File: src/rtl/pito_dmem_ext_arbiter_if.sv
// Bus bundle between the data-memory EXT-port requesters, the arbiter and the SRAM port.
// The slave modport is the arbiter's view. The master modport is the requesters' and memory's view.
interface pito_dmem_ext_arbiter_if #(
    parameter int NUM_REQ    = 3,
    parameter int ADDR_WIDTH = 12,
    parameter int DATA_WIDTH = 32,
    parameter int BE_WIDTH   = 4
) ();
    logic [NUM_REQ-1:0]            req_i;
    logic [NUM_REQ-1:0]            lock_i;
    logic [NUM_REQ-1:0]            we_i;
    logic [NUM_REQ*ADDR_WIDTH-1:0] addr_i;
    logic [NUM_REQ*DATA_WIDTH-1:0] wdata_i;
    logic [NUM_REQ*BE_WIDTH-1:0]   be_i;
    logic [NUM_REQ-1:0]            gnt_o;
    logic [NUM_REQ-1:0]            rvalid_o;
    logic [DATA_WIDTH-1:0]         rdata_o;
    logic                          mem_req_o;
    logic                          mem_we_o;
    logic [ADDR_WIDTH-1:0]         mem_addr_o;
    logic [DATA_WIDTH-1:0]         mem_wdata_o;
    logic [BE_WIDTH-1:0]           mem_be_o;
    logic [DATA_WIDTH-1:0]         mem_rdata_i;
    logic                          locked_o;

    modport slave (
        input  req_i, lock_i, we_i, addr_i, wdata_i, be_i, mem_rdata_i,
        output gnt_o, rvalid_o, rdata_o, mem_req_o, mem_we_o, mem_addr_o,
               mem_wdata_o, mem_be_o, locked_o
    );

    modport master (
        output req_i, lock_i, we_i, addr_i, wdata_i, be_i, mem_rdata_i,
        input  gnt_o, rvalid_o, rdata_o, mem_req_o, mem_we_o, mem_addr_o,
               mem_wdata_o, mem_be_o, locked_o
    );
endinterface

File: src/rtl/pito_dmem_ext_arbiter.sv
// Round-robin arbiter for the data-memory EXT port, with locked bursts capped at MAX_BURST beats.
// Handshake: a requester holds req_i until gnt_o (same cycle). rvalid_o follows each grant one cycle later.
module pito_dmem_ext_arbiter #(
    parameter int NUM_REQ    = 3,
    parameter int ADDR_WIDTH = 12,
    parameter int DATA_WIDTH = 32,
    parameter int BE_WIDTH   = 4,
    parameter int MAX_BURST  = 16
) (
    input logic clk_i,
    input logic rst_ni,
    pito_dmem_ext_arbiter_if.slave bus
);
    localparam int IDX_W = (NUM_REQ > 1) ? $clog2(NUM_REQ) : 1;
    localparam int CNT_W = $clog2(MAX_BURST + 1);
    localparam logic [CNT_W-1:0] MAX_CNT  = CNT_W'(MAX_BURST);
    localparam logic [CNT_W-1:0] LAST_CNT = CNT_W'(MAX_BURST - 1);

    typedef enum logic {ARB, LOCKED} state_t;

    state_t             state_q, state_d;
    logic [IDX_W-1:0]   rr_q, rr_d, owner_q, owner_d;
    logic [CNT_W-1:0]   beat_q, beat_d;
    logic [NUM_REQ-1:0] gnt, gnt_q;
    logic               found;
    int                 j;

    always_comb begin
        state_d = state_q;
        rr_d    = rr_q;
        owner_d = owner_q;
        beat_d  = beat_q;
        gnt     = '0;
        found   = 1'b0;
        j       = 0;
        case (state_q)
            ARB: begin
                for (int o = 0; o < NUM_REQ; o++) begin
                    j = (int'(rr_q) + o) % NUM_REQ;
                    if (!found && bus.req_i[j]) begin
                        found  = 1'b1;
                        gnt[j] = 1'b1;
                        rr_d   = IDX_W'((j + 1) % NUM_REQ);
                        if (bus.lock_i[j]) begin
                            owner_d = IDX_W'(j);
                            beat_d  = CNT_W'(1);
                            if (MAX_BURST > 1) state_d = LOCKED;
                        end
                    end
                end
            end
            LOCKED: begin
                // Only the owner may use the port; rr_q already points past it.
                gnt[owner_q] = bus.req_i[owner_q];
                if (bus.req_i[owner_q] && beat_q < MAX_CNT) beat_d = beat_q + CNT_W'(1);
                if (!bus.lock_i[owner_q] || (bus.req_i[owner_q] && beat_q >= LAST_CNT))
                    state_d = ARB;
            end
            default: state_d = ARB;
        endcase
    end

    always_ff @(posedge clk_i or negedge rst_ni) begin
        if (!rst_ni) begin
            state_q <= ARB;
            rr_q    <= '0;
            owner_q <= '0;
            beat_q  <= '0;
            gnt_q   <= '0;
        end else begin
            state_q <= state_d;
            rr_q    <= rr_d;
            owner_q <= owner_d;
            beat_q  <= beat_d;
            gnt_q   <= gnt;
        end
    end

    // Grants are forced low while reset is asserted so no access reaches the SRAM.
    assign bus.gnt_o     = rst_ni ? gnt : '0;
    assign bus.mem_req_o = |bus.gnt_o;
    assign bus.rvalid_o  = gnt_q;
    assign bus.rdata_o   = bus.mem_rdata_i;
    assign bus.locked_o  = (state_q == LOCKED);

    always_comb begin
        bus.mem_we_o    = 1'b0;
        bus.mem_addr_o  = '0;
        bus.mem_wdata_o = '0;
        bus.mem_be_o    = '0;
        for (int i = 0; i < NUM_REQ; i++) begin
            if (bus.gnt_o[i]) begin
                bus.mem_we_o    = bus.we_i[i];
                bus.mem_addr_o  = bus.addr_i[i*ADDR_WIDTH +: ADDR_WIDTH];
                bus.mem_wdata_o = bus.wdata_i[i*DATA_WIDTH +: DATA_WIDTH];
                bus.mem_be_o    = bus.be_i[i*BE_WIDTH +: BE_WIDTH];
            end
        end
    end
endmodule

File: src/flat_wrapper.sv
// flat-port wrapper written by rule: the top's interface ports become plain ports
module pito_dmem_ext_arbiter_flat 
#(
    parameter int NUM_REQ    = 3,
    parameter int ADDR_WIDTH = 12,
    parameter int DATA_WIDTH = 32,
    parameter int BE_WIDTH   = 4,
    parameter int MAX_BURST  = 16
)
  (clk_i, rst_ni, bus_req_i, bus_lock_i, bus_we_i, bus_addr_i, bus_wdata_i, bus_be_i, bus_mem_rdata_i, bus_gnt_o, bus_rvalid_o, bus_rdata_o, bus_mem_req_o, bus_mem_we_o, bus_mem_addr_o, bus_mem_wdata_o, bus_mem_be_o, bus_locked_o);
  pito_dmem_ext_arbiter_if #(.NUM_REQ(NUM_REQ), .ADDR_WIDTH(ADDR_WIDTH), .DATA_WIDTH(DATA_WIDTH), .BE_WIDTH(BE_WIDTH)) bus_i ();
  input logic clk_i;
  input logic rst_ni;
  input wire logic [$bits(bus_i.req_i)-1:0] bus_req_i;
  input wire logic [$bits(bus_i.lock_i)-1:0] bus_lock_i;
  input wire logic [$bits(bus_i.we_i)-1:0] bus_we_i;
  input wire logic [$bits(bus_i.addr_i)-1:0] bus_addr_i;
  input wire logic [$bits(bus_i.wdata_i)-1:0] bus_wdata_i;
  input wire logic [$bits(bus_i.be_i)-1:0] bus_be_i;
  input wire logic [$bits(bus_i.mem_rdata_i)-1:0] bus_mem_rdata_i;
  output wire logic [$bits(bus_i.gnt_o)-1:0] bus_gnt_o;
  output wire logic [$bits(bus_i.rvalid_o)-1:0] bus_rvalid_o;
  output wire logic [$bits(bus_i.rdata_o)-1:0] bus_rdata_o;
  output wire logic [$bits(bus_i.mem_req_o)-1:0] bus_mem_req_o;
  output wire logic [$bits(bus_i.mem_we_o)-1:0] bus_mem_we_o;
  output wire logic [$bits(bus_i.mem_addr_o)-1:0] bus_mem_addr_o;
  output wire logic [$bits(bus_i.mem_wdata_o)-1:0] bus_mem_wdata_o;
  output wire logic [$bits(bus_i.mem_be_o)-1:0] bus_mem_be_o;
  output wire logic [$bits(bus_i.locked_o)-1:0] bus_locked_o;
  assign bus_i.req_i = bus_req_i;
  assign bus_i.lock_i = bus_lock_i;
  assign bus_i.we_i = bus_we_i;
  assign bus_i.addr_i = bus_addr_i;
  assign bus_i.wdata_i = bus_wdata_i;
  assign bus_i.be_i = bus_be_i;
  assign bus_i.mem_rdata_i = bus_mem_rdata_i;
  assign bus_gnt_o = bus_i.gnt_o;
  assign bus_rvalid_o = bus_i.rvalid_o;
  assign bus_rdata_o = bus_i.rdata_o;
  assign bus_mem_req_o = bus_i.mem_req_o;
  assign bus_mem_we_o = bus_i.mem_we_o;
  assign bus_mem_addr_o = bus_i.mem_addr_o;
  assign bus_mem_wdata_o = bus_i.mem_wdata_o;
  assign bus_mem_be_o = bus_i.mem_be_o;
  assign bus_locked_o = bus_i.locked_o;
  pito_dmem_ext_arbiter #(.NUM_REQ(NUM_REQ), .ADDR_WIDTH(ADDR_WIDTH), .DATA_WIDTH(DATA_WIDTH), .BE_WIDTH(BE_WIDTH), .MAX_BURST(MAX_BURST)) u_core (.clk_i(clk_i), .rst_ni(rst_ni), .bus(bus_i));
endmodule
File: config.mk
export PLATFORM = sky130hd
export DESIGN_NAME = pito_dmem_ext_arbiter_flat
export DESIGN_NICKNAME = d
export VERILOG_FILES = /design/src/rtl/pito_dmem_ext_arbiter_if.sv /design/src/rtl/pito_dmem_ext_arbiter.sv /design/src/flat_wrapper.sv
export SDC_FILE = /design/constraint.sdc
export NUM_CORES = 1
export LEC_CHECK = 0
export BUFFER_PORTS_ARGS = -buffer_cell sky130_fd_sc_hd__buf_4
export CAP_MARGIN = 20
export CORE_AREA = 2 2 108 110
export CTS_CLUSTER_SIZE = 16
export DETAILED_ROUTE_END_ITERATION = 6
export DIE_AREA = 0 0 110 112
export SKIP_LAST_GASP = 1
export SYNTH_ARGS = -nofsm -noshare
export SYNTH_HDL_FRONTEND = slang
export SYNTH_SLANG_ARGS = --single-unit
export TNS_END_PERCENT = 1
File: constraint.sdc
create_clock -name clk_i -period 7.1 [get_ports clk_i]
set_input_delay 0.355 -clock clk_i [delete_from_list [all_inputs] [get_ports clk_i]]
set_output_delay 0.355 -clock clk_i [all_outputs]
set_load 0.02 [all_outputs]
==> flow_metrics.env <==
export IMPL_syn_nets=682
export IMPL_end_kind="register"
export IMPL_status="finished clean"
export IMPL_slew_viol_final=0
export IMPL_nFillCells=1156
export IMPL_place_congestion=0.985
export IMPL_powerDensity_nw_per_um2=737
export IMPL_cts_sinks=13
export IMPL_finalNonFillerCells=789
export IMPL_clkSlewWorstSetupHoldPaths_ns=0.05
export IMPL_slew_headroom=0.348
export IMPL_dp_cells=780
export IMPL_clockRootBuffer="clkbuf_16"
export IMPL_routed_wl_um=15100
export IMPL_port_buffers=211
export IMPL_wire_per_inst_um=19.2
export IMPL_synth_ff_latch_count=13
export IMPL_synth_xor_area_frac=0.0188
export IMPL_worst_hold_slack_ns=0.435
export IMPL_grt_pass1_wl_um=23100
export IMPL_synth_warning_count=0
export IMPL_syn_to_final_growth_pct=51.3
export IMPL_num_rows=39
export IMPL_synth_top_family_by_area="compound AO/OA/AOI/OAI gates"
export IMPL_drt_iter0_drc=275
export IMPL_hold_viol=0
export IMPL_dp_hpwl_um=12200
export IMPL_drv_cap=0
export IMPL_final_util=0.441
export IMPL_synth_flop_cell="dfrtp_1"
export IMPL_ys_seq_area_frac=0.100
export IMPL_syn_mean_instance_area_um2=6.82
export IMPL_whs_path_depth=2
export IMPL_synth_adder_area_share=0.0723
export IMPL_cts_buffer_depth=2
export IMPL_cp_start_kind="register"
export IMPL_synth_edf_count=0
export IMPL_drc=0
export IMPL_synthCells=477
export IMPL_dieWidth_um=110
export IMPL_crit_fanout=9
export IMPL_grt_overflow=0
export IMPL_die_area_um2=12300
export IMPL_r2r_start="u_core.rr_q[1]$_DFFE_PN0P_"
export IMPL_numCtsBuffers=3
export IMPL_via_per_inst=5.43
export IMPL_pre_cts_ws_ns=0.471
export IMPL_hold_end="u_core.bus.rvalid_o[0]$_DFF_PN0_"
export IMPL_required_ns=7.26
export IMPL_yosys_area_share_simple=0.277
export IMPL_worst_pin_slew_ns=0.979
export IMPL_grtUsageTotal=0.238
export IMPL_synth_distinct_cells=68
export IMPL_via_count=4284
export IMPL_async_flop_share=1.00
export IMPL_ant_nets=0
export IMPL_rr_endpoint="u_core.rr_q[0]$_DFFE_PN0P_"
export IMPL_finalClockSkew_ns=0.00211
export IMPL_die_h_um=112
export IMPL_firstDrtPassIters=4
export IMPL_synth_compound_area_frac=0.324
export IMPL_rsz0062_at_grt="no"
export IMPL_io_pin_count=276
export IMPL_initial_core_util=0.291
export IMPL_regToRegSetupSlack_ns=0.56
export IMPL_p_leak_nw=2.35
export IMPL_coreArea_um2=11200
export IMPL_max_freq_mhz=153
export IMPL_clk_latency_ns=0.24
export IMPL_worstPathArrival_ns=6.69
export IMPL_hp_class="in2reg"
export IMPL_finalSetupViolCount=0
export IMPL_nets=851
export IMPL_r2r_cells=27
export IMPL_worstHoldStart="bus_req_i[0]"
export IMPL_setup_tns_ns=0
export IMPL_final_layout_size_suffix_gt1_frac=0.425
export IMPL_post_route_min_period_ns=6.54
export IMPL_grt_start_max_net_pins=52
export IMPL_h_tree_depth=1
export IMPL_fin_crit_sh=0.920
export IMPL_grt_pass1_vias=4276
export IMPL_antenna_found_initial=1
export IMPL_ir_drop_v=0.000324
export IMPL_synth_area_um2=3250
export IMPL_fin_ws_ns=0.565
export IMPL_criticalPathCategory="reg2reg"
export IMPL_tritoncts="yes"
export IMPL_yosys_mux_area_fraction=0.0711
-- cell families (layout without fill, tap and decap cells) --
| group | Yosys count | in the layout |
|---|---|---|
| XOR/XNOR | 7 | 7 |
| flip-flops | 13 | 13 |
| multiplexers | 21 | 21 |
| AND/OR/NAND/NOR | 201 | 201 |
| buffers and inverters | 83 | 251 |
| adder cells (fa/ha/maj) | 19 | 19 |
| AO/OA/AOI/OAI | 133 | 133 |
| other | 0 | 1 |
-- how the worst max path moves through the flow --
stage | from | to | slack [ns] | cells past startpoint
floorplan | u_core.rr_q[1]$_DFFE_PN0P_ | u_core.rr_q[0]$_DFFE_PN0P_ | 1.03 | 29
global placement | u_core.rr_q[1]$_DFFE_PN0P_ | u_core.rr_q[0]$_DFFE_PN0P_ | 0.76 | 28
detailed placement | u_core.rr_q[1]$_DFFE_PN0P_ | u_core.rr_q[1]$_DFFE_PN0P_ | 0.47 | 28
CTS | u_core.rr_q[1]$_DFFE_PN0P_ | u_core.rr_q[0]$_DFFE_PN0P_ | 0.43 | 28
global route | u_core.rr_q[1]$_DFFE_PN0P_ | u_core.rr_q[1]$_DFFE_PN0P_ | 0.04 | 27
finish | u_core.rr_q[1]$_DFFE_PN0P_ | u_core.rr_q[0]$_DFFE_PN0P_ | 0.56 | 27
-- final cells by class --
type / count / area (um2) / area share
antenna: 1 / 2.50 / 0.000508
clock buffer: 3 / 75.1 / 0.0152
clock inverter: 1 / 5.00 / 0.00102
inverter: 20 / 75.1 / 0.0152
multi-input combinational: 381 / 2540 / 0.517
sequential: 13 / 325 / 0.0661
tap: 143 / 179 / 0.0363
timing repair buffer: 227 / 1720 / 0.349
-- worst max-delay path, cell delays in order (launching register included) --
cell and delay, ns:
dfrtp_1 0.50, inv_1 0.16, ha_2 0.45, mux2_2 0.39
o21ai_0 0.21, or3_1 0.23, nor2_1 0.07, or2_2 0.33
ha_1 0.30, xnor2_1 0.21, mux2_2 0.41, or2_2 0.35
a31oi_1 0.29, nor2_1 0.08, ha_1 0.22, inv_1 0.11
nand4_1 0.11, nand2b_1 0.15, inv_1 0.06, ha_1 0.23
nor3b_2 0.24, o21ai_1 0.15, xnor2_1 0.16, ha_1 0.19
a221oi_1 0.27, nand3_1 0.18, o21a_1 0.22, o31ai_2 0.16
-- power breakdown --
part	internal [mW]	total [mW]	switching, mW
sequential	0.112	0.156	0.0441
clock	0.0752	0.109	0.0340
combinational	1.41	3.36	1.95
total	1.60	3.63	2.03
-- flip-flops by register name, indices dropped and copies added, names as in the netlist --
signal and flops:
u_core.rr_q 2, u_core.bus.locked_o 1, u_core.beat_q 5, u_core.owner_q 2, u_core.bus.rvalid_o 3
-- synthesized netlist by cell type, drive strengths merged (4+ instances only) --
cell type / instances / area, um2
buf: 36 / 268
nor2: 119 / 447
mux2i: 10 / 100
o31ai: 5 / 42.5
or3: 4 / 25.0
o21ai: 24 / 124
clkbuf: 27 / 101
a31o: 4 / 35.0
nand2: 30 / 113
nand3: 11 / 55.1
a221oi: 54 / 479
xnor2: 4 / 35.0
dfrtp: 13 / 325
a211oi: 7 / 75.1
o211ai: 5 / 37.5
nor3: 8 / 40.0
mux2: 11 / 131
a21oi: 7 / 35.0
inv: 19 / 71.3
ha: 18 / 225
a31oi: 4 / 25.0
-- per-layer routing --
layer  vias up  wire [um]  track usage  share of wire
li1       2079          -            -              -
met2       145       7850        0.424           0.52
met4         0        301       0.0498          0.020
met5         -          0            0              0
met1      2038       6160        0.298           0.41
met3        22        822       0.0357          0.054
-- cell usage in the layout, fill, tap and decap left out, types with 4 or more instances in the layout --
| master | Yosys | final |
|---|---|---|
| a21oi_1 | 7 | 6 |
| a221oi_1 | 53 | 53 |
| a31o_2 | 4 | 4 |
| buf_4 | 33 | 225 |
| dfrtp_1 | 13 | 13 |
| ha_1 | 18 | 15 |
| inv_1 | 19 | 19 |
| mux2_2 | 9 | 9 |
| mux2i_1 | 10 | 9 |
| nand2_1 | 30 | 29 |
| nand3_1 | 11 | 11 |
| nor2_1 | 119 | 117 |
| nor3_1 | 8 | 8 |
| o211ai_1 | 5 | 5 |
| o21ai_0 | 18 | 18 |
| o31ai_1 | 4 | 4 |
| or3_1 | 4 | 4 |
| xnor2_1 | 4 | 4 |
-- timing repair --
item                                   4_1_cts  5_1_grt
hold buffers                                 1        0
setup endpoints to repair                    0        2
endpoints found under the hold margin       13        0
resized for setup                            0       13
setup buffers                                0        2
-- metrics by stage --
stage	total power, mW	area [um2]
detailed placement	3.42	4750
CTS	3.55	4840
floorplan	2.47	3250
global placement	3.35	4750
finish	3.63	4920
global route	3.98	4920
Power figures use the tool's default switching activity.
